`src/rtl/spi_pkg.sv`:
```
// Shared types and constants for the SPI core: sequencer states, CPHA encodings
// and edge-counter sizing.
package spi_pkg;

    typedef enum logic [1:0] {
        StIdle,
        StActive,
        StDone
    } spi_state_e;

    localparam logic CPHA_SAMPLE_LEAD = 1'b0;
    localparam logic CPHA_SHIFT_LEAD  = 1'b1;

    localparam int unsigned DEFAULT_DATA_WIDTH = 8;
    localparam int unsigned EDGE_W = $clog2(2 * DEFAULT_DATA_WIDTH + 1);

    // Width needed to count SCK edges 0..2N without wrapping.
    function automatic int unsigned edge_width(input int unsigned data_width);
        return $clog2(2 * data_width + 1);
    endfunction

endpackage

```
`src/rtl/spi_baud_counter.sv`:
```
// Reload/decrement divider: ticks once every div+1 enabled cycles after a load.
// Also used by the slave-side timeout logic.
module spi_baud_counter #(
    parameter int unsigned DIV_WIDTH = 8
) (
    input  logic                 i_clk,
    input  logic                 i_rst,
    input  logic                 i_en,
    input  logic                 i_load,
    input  logic [DIV_WIDTH-1:0] i_div,
    output logic                 o_tick
);

    logic [DIV_WIDTH-1:0] r_cnt;
    logic                 w_zero;

    assign w_zero = (r_cnt == '0);
    assign o_tick = i_en && !i_load && w_zero;

    // A new divider value is only picked up on load or on the reload after a tick.
    always_ff @(posedge i_clk) begin
        if (i_rst) begin
            r_cnt <= '0;
        end else if (i_load) begin
            r_cnt <= i_div;
        end else if (i_en) begin
            if (w_zero) begin
                r_cnt <= i_div;
            end else begin
                r_cnt <= r_cnt - 1'b1;
            end
        end
    end

endmodule

```
`src/rtl/spi_master_sequencer.sv`:
```
// Master-mode SPI transfer sequencer: generates SCK, slave select, shift/sample
// strobes, idle flag, completion and write-collision pulses.
module spi_master_sequencer
    import spi_pkg::*;
#(
    parameter int unsigned DATA_WIDTH = 8,
    parameter int unsigned DIV_WIDTH  = 8
) (
    input  logic                 i_clk,
    input  logic                 i_rst,
    input  logic                 i_mstr,
    input  logic                 i_spe,
    input  logic                 i_cpol,
    input  logic                 i_cpha,
    input  logic [DIV_WIDTH-1:0] i_baud_div,
    input  logic                 i_start,
    output logic                 o_sck,
    output logic                 o_ss_n,
    output logic                 o_shift_en,
    output logic                 o_sample_en,
    output logic                 o_idle,
    output logic                 o_done,
    output logic                 o_wcol
);

    localparam int unsigned EdgeW = edge_width(DATA_WIDTH);
    localparam logic [EdgeW-1:0] LastEdge = EdgeW'(2 * DATA_WIDTH);

    spi_state_e       r_state;
    logic [EdgeW-1:0] r_edge_cnt;
    logic             r_sck_tog;
    logic             r_ss_n;
    logic             r_shift_en;
    logic             r_sample_en;
    logic             r_idle;
    logic             r_done;
    logic             r_wcol;

    logic             w_enable;
    logic             w_go;
    logic             w_run;
    logic             w_tick;
    logic [EdgeW-1:0] w_edge_nxt;
    logic             w_last;
    logic             w_leading;

    assign w_enable   = i_mstr && i_spe;
    assign w_go       = (r_state == StIdle) && i_start && w_enable;
    assign w_run      = (r_state == StActive) && w_enable;
    assign w_edge_nxt = r_edge_cnt + EdgeW'(1);
    assign w_last     = (w_edge_nxt == LastEdge);
    assign w_leading  = w_edge_nxt[0];

    spi_baud_counter #(
        .DIV_WIDTH (DIV_WIDTH)
    ) u_baud_counter (
        .i_clk  (i_clk),
        .i_rst  (i_rst),
        .i_en   (w_run),
        .i_load (w_go),
        .i_div  (i_baud_div),
        .o_tick (w_tick)
    );

    // sck follows cpol combinationally so it tracks cpol changes while idle.
    assign o_sck       = i_cpol ^ r_sck_tog;
    assign o_ss_n      = r_ss_n;
    assign o_shift_en  = r_shift_en;
    assign o_sample_en = r_sample_en;
    assign o_idle      = r_idle;
    assign o_done      = r_done;
    assign o_wcol      = r_wcol;

    always_ff @(posedge i_clk) begin
        if (i_rst) begin
            r_state     <= StIdle;
            r_edge_cnt  <= '0;
            r_sck_tog   <= 1'b0;
            r_ss_n      <= 1'b1;
            r_shift_en  <= 1'b0;
            r_sample_en <= 1'b0;
            r_idle      <= 1'b1;
            r_done      <= 1'b0;
            r_wcol      <= 1'b0;
        end else begin
            r_shift_en  <= 1'b0;
            r_sample_en <= 1'b0;
            r_done      <= 1'b0;
            r_wcol      <= i_start && (r_state != StIdle);

            case (r_state)
                StIdle: begin
                    if (w_go) begin
                        r_state    <= StActive;
                        r_edge_cnt <= '0;
                        r_sck_tog  <= 1'b0;
                        r_ss_n     <= 1'b0;
                        r_idle     <= 1'b0;
                    end
                end

                StActive: begin
                    if (!w_enable) begin
                        r_state   <= StIdle;
                        r_sck_tog <= 1'b0;
                        r_ss_n    <= 1'b1;
                        r_idle    <= 1'b1;
                    end else if (w_tick) begin
                        r_sck_tog  <= ~r_sck_tog;
                        r_edge_cnt <= w_edge_nxt;
                        // CPHA=0 preloads bit 0 on start, so the final trailing edge has no shift.
                        if (i_cpha == CPHA_SAMPLE_LEAD) begin
                            r_sample_en <= w_leading;
                            r_shift_en  <= !w_leading && !w_last;
                        end else begin
                            r_shift_en  <= w_leading;
                            r_sample_en <= !w_leading;
                        end
                        if (w_last) begin
                            r_state <= StDone;
                            r_done  <= 1'b1;
                        end
                    end
                end

                StDone: begin
                    r_state   <= StIdle;
                    r_sck_tog <= 1'b0;
                    r_ss_n    <= 1'b1;
                    r_idle    <= 1'b1;
                end

                default: begin
                    r_state   <= StIdle;
                    r_sck_tog <= 1'b0;
                    r_ss_n    <= 1'b1;
                    r_idle    <= 1'b1;
                end
            endcase
        end
    end

endmodule

```
`config.mk`:
```
export PLATFORM = sky130hd
export DESIGN_NAME = spi_master_sequencer
export DESIGN_NICKNAME = d
export VERILOG_FILES = /design/src/rtl/spi_pkg.sv /design/src/rtl/spi_baud_counter.sv /design/src/rtl/spi_master_sequencer.sv
export SDC_FILE = /design/constraint.sdc
export NUM_CORES = 1
export LEC_CHECK = 0
export BUFFER_PORTS_ARGS = -buffer_cell sky130_fd_sc_hd__buf_4
export CORE_MARGIN = 10
export CORE_UTILIZATION = 30
export CTS_CLUSTER_DIAMETER = 30
export DETAILED_ROUTE_END_ITERATION = 10
export PLACE_DENSITY = 0.58
export REMOVE_ABC_BUFFERS = 1
export SLEW_MARGIN = 20
export SYNTH_ARGS = -nofsm -noshare
export SYNTH_HDL_FRONTEND = slang
export SYNTH_SLANG_ARGS = --single-unit
```
`constraint.sdc`:
```
create_clock -name i_clk -period 3.1 [get_ports i_clk]
set_input_delay 0 -clock i_clk [delete_from_list [all_inputs] [get_ports i_clk]]
set_output_delay 0 -clock i_clk [all_outputs]
set_load 0.005 [all_outputs]
```
* Word level (Yosys, flattened, before mapping)
Cells that the tools add are included.
Widths: inputs -> output; s select.
** Word-level totals
- Register bits :: 21
- Latch bits :: 0
- Memories kept :: 0
- Input bits :: 15
- Output and inout port bits :: 7
- Memory bits (read-only) :: 0
- Memory bits (writable) :: 0
** Cells by class
- Add/sub/neg operators :: 2
- Order comparisons :: 0
- Shift-type cells :: 0
- Bitwise gates (word level) :: 5
- Equal/unequal tests :: 8
- Reduce and logical (&&, ||, !) cells :: 21
- Multiplexer cells :: 21
- Divide/modulo/power cells :: 0
- Multipliers :: 0
** Operator list (count)
- $mux 8 :: 3
- $mux 5 :: 3
- $pmux 5 s2 :: 1
- $logic_and 1x1->1 :: 8
- $logic_not 8->1 :: 1
- $mux 2 :: 4
- $sub 8x1->8 const B :: 1
- $mux 1 :: 7
- $reduce_bool 2->1 :: 3
- $add 5x1->5 const B :: 1
- $eq 5x5->1 const B :: 1
- $ne 2x1->1 const B :: 2
- $ne 2x2->1 const B :: 2
- $not 1->1 :: 4
- $pmux 1 s2 :: 2
- $pmux 2 s2 :: 1
- $reduce_and 2->1 :: 2
- $reduce_and 4->1 :: 1
- $reduce_or 4->1 :: 1
- $logic_not 1->1 :: 3
- $ne 3x2->1 const B :: 1
- $ne 3x3->1 const B :: 1
- $reduce_and 3->1 :: 1
- $eq 2x1->1 const B :: 1
- other kinds (2) :: 2

* Longest topological paths before layout
Gate-level depths: netlist (run 1).
- Depth in word-level cells :: 9
- Gate-level depth with buffers :: 8

* Cells and area by module
Synthesis (run 1) repeated with hierarchy kept, for this count alone.
** Unflattened totals
- Cell total of the unflattened synthesis :: 149
- Area total of the unflattened synthesis :: 1236.2 um^2
** Modules (own cells, without submodules)
- spi_master_sequencer :: times used 1, cells each 77, area each 659.4 um^2
- spi_baud_counter :: times used 1, cells each 72, area each 576.8 um^2

* Least setup slack after synthesis (run 1)
Ideal clock, no wire load.
- Path type :: flip-flop to flip-flop
- From :: reg u_baud_counter.r_cnt[4]
- To :: reg r_edge_cnt[3]
- Path buffers :: 0
- Path slack :: 1.252 ns
- Stages on the path, launching flop included :: 6
- Period minus slack after synthesis :: 1.848 ns
- Library setup time :: 0.074 ns
- Data arrival time :: 1.774 ns
- Cells stage by stage :: dfxtp_1 > or3_4 > nor4_4 > nor2_2 > or4_1 > a31oi_1
** On the way
- Word-level cells in the longest chain between the ends :: 4
** RTL lines
- start, declared :: RTL line spi_baud_counter.sv:14 : logic [DIV_WIDTH-1:0] r_cnt;
- start signal, assigned :: RTL line spi_baud_counter.sv:25 : r_cnt <= i_div;
- start signal, assigned :: RTL line spi_baud_counter.sv:28 : r_cnt <= i_div;
- start signal, assigned :: RTL line spi_baud_counter.sv:30 : r_cnt <= r_cnt - 1'b1;
- $logic_not 8->1 :: RTL line spi_baud_counter.sv:17 : assign w_zero = (r_cnt == '0);
- $logic_and 1x1->1 :: RTL line spi_baud_counter.sv:18 : assign o_tick = i_en && !i_load && w_zero;
- $ne 2x1->1 (no line)
- $reduce_and 4->1 (no line)
- end signal, assigned :: RTL line spi_master_sequencer.sv:110 : r_edge_cnt <= w_edge_nxt;
- end, declared :: RTL line spi_master_sequencer.sv:30 : logic [EdgeW-1:0] r_edge_cnt;
No other way between the ends.
A chain may end at the register's enable or synchronous reset.

* Worst setup path after layout (run 1)
- From :: reg u_baud_counter.r_cnt[4]
- To :: reg r_edge_cnt[4]
Same word-level chain as after synthesis.

==> results.json, run 1 <==
{
  "ys_ff_latch": 21,
  "pre_cts_ws_ps": 1040,
  "internal_power_w": 0.000443,
  "pwr-share-seq_pct": 45.4,
  "endpoint_kind": "flop",
  "die_x_um": 81.6,
  "dpl_cell_area_sq_um": 1320,
  "grt-ovfl-total": 0,
  "reg2reg_slack_ps": 1010,
  "fin_crit_ps": 2090,
  "ios": 22,
  "fp.dieArea_sq_um": 6670,
  "setup_viol": 0,
  "seq_area_frac_synth_pct": 36.9,
  "wl_um": 2890,
  "drtIter0Drc": 107,
  "power_density_nw_per_um2": 474,
  "worst_ep_required_time_ps": 3300,
  "area_growth_pct": 20.9,
  "vias_per_cell": 5.46,
  "grt_pass1_vias": 1080,
  "postSynth.asyncResetShare_pct": 0,
  "grt.total_usage_pct": 9.17,
  "syn_area_sq_um": 1140,
  "nFillCells": 383,
  "synthDistinctLibCells": 40,
  "switching_share_pct": 32.2,
  "synthFlopType": "dfxtp_1",
  "start_util_pct": 31.1,
  "syn_avg_cell_area_sq_um": 8.14,
  "yosys_warnings": 0,
  "cts.repair.resized": 0,
  "pwr-share-comb_pct": 26.2,
  "dieHeight_um": 81.6,
  "grt_max_degree": 23,
  "synth_edf_count": 0,
  "fin_crit_sh_pct": 67.5,
  "status": "completed",
  "crit_type": "flop to flop",
  "clkPwrFrac_pct": 28.5,
  "coreArea_sq_um": 3660,
  "antenna_found_initial": 0,
  "fin_cells": 206,
  "start_kind": "flop",
  "fmax_mhz": 478,
  "cp_max_fo": 14,
  "cts_root_buf": "clkbuf_8",
  "layout.nets": 177,
  "reg2reg_to": "r_edge_cnt[4]$_SDFFE_PP0P_",
  "power_switching_w": 0.000210,
  "dp_cells": 201,
  "grt_pass1_wl_um": 4910,
  "slew_headroom_pct": 58.9,
  "routabilityCongestion": 0.817,
  "drive_gt1_share_pct": 20.3,
  "hold_class": "primary input to flop",
  "rsz0062_at_grt": "false",
  "final_max_slew_viol_count": 0,
  "power_leakage_nw": 0.497,
  "wl_per_cell_um": 14.0,
  "cap_viol_max_count": 0,
  "worstMarginPinSlew_ps": 614,
  "first_pass_iters": 4,
  "clock-sinks": 21,
  "min_path_cells": 3,
  "synth_cells": 140,
  "hold_viol": 0,
  "finalInstanceArea_sq_um": 1380,
  "worstSkewPairLatency_ps": 270,
  "h-tree-depth": 1,
  "drtAntennaViolNets": 0,
  "peakVddDrop_mv": 0.259,
  "critical_path_arrival_ps": 2290,
  "rows": 22,
  "min_from": "i_baud_div[1]",
  "port_buffers": 21,
  "reg2reg_from": "u_baud_counter.r_cnt[4]$_SDFFE_PP0P_",
  "whs_ps": 12.7,
  "drc": 0,
  "setup_ws_ps": 1010,
  "cts_tree": "done",
  "cts_buffers": 3,
  "hold_path_end": "u_baud_counter.r_cnt[1]$_SDFFE_PP0P_",
  "hpwlAfterDp_um": 2140,
  "n_antenna_cell": 0,
  "tns_ps": 0,
  "num_vias": 1125,
  "clockBufferDepth": 2,
  "skew_ps": 6.16,
  "rr_worst_depth": 5,
  "path_clk_slew_ps": 80
}
power groups by stage:
stage | clock network, W | registers, W | logic (W)
after floorplan | 0 | 0.000299 | 0.000117
after global placement | 0 | 0.000301 | 0.000168
after detailed placement | 0 | 0.000302 | 0.000172
after CTS | 0.000195 | 0.000296 | 0.000174
after global routing | 0.000205 | 0.000298 | 0.000194
final | 0.000186 | 0.000296 | 0.000171
placed cells by master, fill, tap and decap left out, types with 6 or more instances in the layout:
master   instances
nor2_1           8
nand3_1         11
a31oi_1          6
buf_4           21
o21ai_0         12
dfxtp_1         21
a21oi_1          9
nand2_1         10
how the worst max path moves through the flow:
stage / start / end / slack, ps
CTS: u_baud_counter.r_cnt[4]$_SDFFE_PP0P_ / r_edge_cnt[4]$_SDFFE_PP0P_ / 990
global route: u_baud_counter.r_cnt[4]$_SDFFE_PP0P_ / r_edge_cnt[4]$_SDFFE_PP0P_ / 910
detailed placement: u_baud_counter.r_cnt[4]$_SDFFE_PP0P_ / r_edge_cnt[4]$_SDFFE_PP0P_ / 1040
floorplan: u_baud_counter.r_cnt[4]$_SDFFE_PP0P_ / r_edge_cnt[3]$_SDFFE_PP0P_ / 1190
global placement: u_baud_counter.r_cnt[4]$_SDFFE_PP0P_ / r_edge_cnt[3]$_SDFFE_PP0P_ / 1100
finish: u_baud_counter.r_cnt[4]$_SDFFE_PP0P_ / r_edge_cnt[4]$_SDFFE_PP0P_ / 1010
metal layers:
metal | up-vias | global-route usage (%) | part of all wire, % | wire [um]
li1 | 563 | - | - | -
met2 | 29 | 15.9 | 47 | 1360
met1 | 529 | 9.87 | 44 | 1270
met4 | 0 | 2.55 | 0.94 | 27
met3 | 4 | 4.26 | 7.8 | 224
met5 | - | 0 | 0 | 0
what timing repair did:
item	CTS	global route
hold endpoints to repair	1	0
setup buffers	0	0
hold buffers	1	0
cells in the mapped netlist (all sizes together) (2+ instances only):
library cell   n  area share, %
buf            3            1.5
a31oi          6            3.3
dfxtp         21             37
inv            4            1.3
ha             3            3.3
nand3         11            4.8
nor2b          4            2.2
o211ai         2            1.3
nand3b         2            1.3
or4            5            3.6
a21oi          9            4.0
o21ai         13            6.0
nor2           9            3.2
nor3           4            1.8
or2            2            1.1
clkbuf         5            1.6
or3            4            2.6
nand2         10            3.3
a211oi         4            2.6
nor4           5            4.1
worst max-delay path, stage by stage, from the launching register on:
cell     delay [ps]
dfxtp_1         360
or3_4           440
nor4_4          330
nor2_2          180
or4_1           540
a31oi_1         170
flip-flops by register name, summed over array words and instances (netlist names):
signal                cells
o_shift_en                1
o_sample_en               1
u_baud_counter.r_cnt      8
r_sck_tog                 1
r_state                   2
o_wcol                    1
o_idle                    1
o_done                    1
r_edge_cnt                5
final cells by class:
cell class	instances	area (sq um)	area share, %
Clock inverter	1	5.00	0.363
Multi-Input combinational cell	107	668	48.5
Timing Repair Buffer	22	168	12.2
Inverter	4	15.0	1.09
Sequential cell	21	420	30.5
Tap cell	48	60.1	4.36
Clock buffer	3	41.3	3.00
stage by stage:
stage          utilization (%)  power [W]
5_1_grt                   37.6   0.000698
2_1_floorplan                -   0.000415
4_1_cts                   37.6   0.000665
3_5_place_dp              36.1   0.000475
3_3_place_gp              36.1   0.000469
6_report                  37.6   0.000653
logic make-up after synthesis:
kind of cell	after synthesis	synth area share [%]
compound gates	39	21.1
buf+inv	12	4.50
mux	1	0.878
flops	21	36.9
simple gates	63	32.6
xor+xnor	1	0.769
fa+ha+maj	3	3.29
Note: power is estimated with default switching activity, not from simulation.
==> inputs of run 2 (changes only) <==
- clock period: 3.1 -> 2.07 ns (I/O delays scaled with it)
==> run 2 against run 1 <==
Worst hold slack improved by 0.96 ps; critical path depth is the same; largest cell class unchanged; count of clock-buffer cells in the layout is the same; combinational power up 73%; clock skew shrank 4.3 ps; non-clock buffer count grew 5; global-route usage up 0.24 points; routed wire length up 1.2%; setup slack worse by 900 ps.
==> results.json, run 2 (synthesized netlist as in run 1, its figures left out) <==
{
  "area_growth_pct": 25.8,
  "slew_headroom_pct": 59.4,
  "critical_path_arrival_ps": 2150,
  "hpwlAfterDp_um": 2180,
  "cts_buffers": 3,
  "wl_um": 2920,
  "grt_pass1_vias": 1185,
  "drive_gt1_share_pct": 25.2,
  "worstMarginPinSlew_ps": 607,
  "ios": 22,
  "start_util_pct": 31.1,
  "num_vias": 1116,
  "reg2reg_slack_ps": 110,
  "routabilityCongestion": 0.806,
  "setup_ws_ps": 109,
  "reg2reg_to": "r_edge_cnt[3]$_SDFFE_PP0P_",
  "final_common_cell": "buf_4",
  "whs_ps": 13.7,
  "slowest_delay_ps": 430,
  "rows": 22,
  "drc": 0,
  "largestRegisters": "u_baud_counter.r_cnt x8, r_edge_cnt x5, r_state x2",
  "endpoint_kind": "flop",
  "finalInstanceArea_sq_um": 1430,
  "die_x_um": 81.6,
  "cts_root_buf": "clkbuf_8",
  "cpMaxStageDelayCell": "or4_4",
  "power_density_nw_per_um2": 708,
  "largest_reg_flops": 8,
  "hold_class": "primary input to flop",
  "fp.dieArea_sq_um": 6670,
  "cts_tree": "done",
  "crit_type": "flop to flop",
  "coreArea_sq_um": 3660,
  "setup_viol": 0,
  "dieHeight_um": 81.6,
  "layout.nets": 182,
  "status": "completed",
  "vias_per_cell": 5.29,
  "pre_cts_ws_ps": 28.0,
  "h-tree-depth": 1,
  "peakVddDrop_mv": 0.417,
  "clockBufferDepth": 2,
  "top_register": "u_baud_counter.r_cnt",
  "fmax_mhz": 510,
  "worstSkewPairLatency_ps": 260,
  "n_antenna_cell": 0,
  "tns_ps": 0,
  "power_leakage_nw": 0.526,
  "fin_crit_ps": 1960,
  "hold_path_end": "u_baud_counter.r_cnt[0]$_SDFFE_PP0P_",
  "worst_ep_required_time_ps": 2260,
  "total_power_w": 0.00101,
  "first_pass_iters": 4,
  "grt_pass1_wl_um": 5140,
  "path_clk_slew_ps": 80,
  "skew_ps": 1.88,
  "dpl_cell_area_sq_um": 1350,
  "min_path_cells": 3,
  "drtAntennaViolNets": 0,
  "cp_cell_sequence": "or3_4, nor4_4, nor2_4, or4_4, a31oi_1",
  "rr_worst_depth": 5,
  "hold_viol": 0,
  "grt.total_usage_pct": 9.42,
  "final_cell_mix": "buf_4 (25), dfxtp_1 (18), o21ai_0 (12)",
  "grt_max_degree": 23,
  "reg2reg_from": "u_baud_counter.r_cnt[6]$_SDFFE_PP0P_",
  "antenna_found_initial": 0,
  "min_from": "i_baud_div[0]",
  "wl_per_cell_um": 13.8,
  "port_buffers": 21,
  "grt-ovfl-total": 0,
  "final_max_slew_viol_count": 0,
  "fin_crit_sh_pct": 94.7,
  "start_kind": "flop",
  "drtIter0Drc": 100,
  "cap_viol_max_count": 0,
  "rsz0062_at_grt": "false",
  "cp_max_fo": 8,
  "clock-sinks": 21
}
[run 2: cell count changes in the layout (fill, tap and decap cells not counted)]
cell           change
dfxtp_2            +3
or4_4              +2
buf_4              +4
nor2_2             -1
nor2_4             +1
dlygate4sd3_1      +1
dfxtp_1            -3
or4_1              -2
[run 2: where the power goes]
| group | leakage, nW | switching [W] | internal [W] |
|---|---|---|---|
| logic | 0.329 | 0.000159 | 0.000136 |
| clock network | 0.0255 | 0.000140 | 0.000134 |
| registers | 0.172 | 0.0000231 | 0.000422 |
| total | 0.526 | 0.000322 | 0.000692 |
[run 2: how the worst max path moves through the flow]
stage                                         startpoint                                    to
finish              u_baud_counter.r_cnt[6]$_SDFFE_PP0P_            r_edge_cnt[3]$_SDFFE_PP0P_
global route        u_baud_counter.r_cnt[6]$_SDFFE_PP0P_  u_baud_counter.r_cnt[1]$_SDFFE_PP0P_
CTS                 u_baud_counter.r_cnt[0]$_SDFFE_PP0P_            r_edge_cnt[3]$_SDFFE_PP0P_
detailed placement  u_baud_counter.r_cnt[4]$_SDFFE_PP0P_            r_edge_cnt[3]$_SDFFE_PP0P_
global placement    u_baud_counter.r_cnt[4]$_SDFFE_PP0P_            r_edge_cnt[3]$_SDFFE_PP0P_
floorplan           u_baud_counter.r_cnt[4]$_SDFFE_PP0P_            r_edge_cnt[3]$_SDFFE_PP0P_
[run 2: final cells by class]
class                      instances  area (sq um)
tap                               48          60.1
clock buffer                       3          41.3
fill                             392          2230
inverter                           4          15.0
sequential                        21           424
clock inverter                     1          5.00
timing repair buffer              27           208
multi-input combinational        107           681
[run 2: per-layer routing]
| metal | track usage, % | vias up | part of all wire [%] | wire [um] |
|---|---|---|---|---|
| li1 | - | 567 | - | - |
| met1 | 11.1 | 519 | 45 | 1320 |
| met2 | 15.6 | 25 | 48 | 1410 |
| met3 | 3.93 | 5 | 5.6 | 165 |
| met4 | 2.21 | 0 | 0.58 | 17 |
| met5 | 0 | - | 0 | 0 |
[run 2: critical path, delay by kind of cell, from the launching register on]
kind / cells / cell delay, ps
AOI/OAI and AO/OA: 1 / 190
DFF: 1 / 340
and+or+nand+nor: 4 / 1360
[run 2: timing repair]
item	CTS	global route
hold endpoints to repair	2	0
pin swaps	1	7
setup endpoints to repair	1	3
hold buffers	2	0
buffers inserted	0	0
gates resized for setup	0	6
[run 2: through the flow]
step | util [%] | cells
after CTS | 38.7 | 211
after global routing | 39.2 | 211
after detailed placement | 36.9 | 205
after global placement | 36.9 | 205
final | 39.2 | 211
after floorplan | - | 132
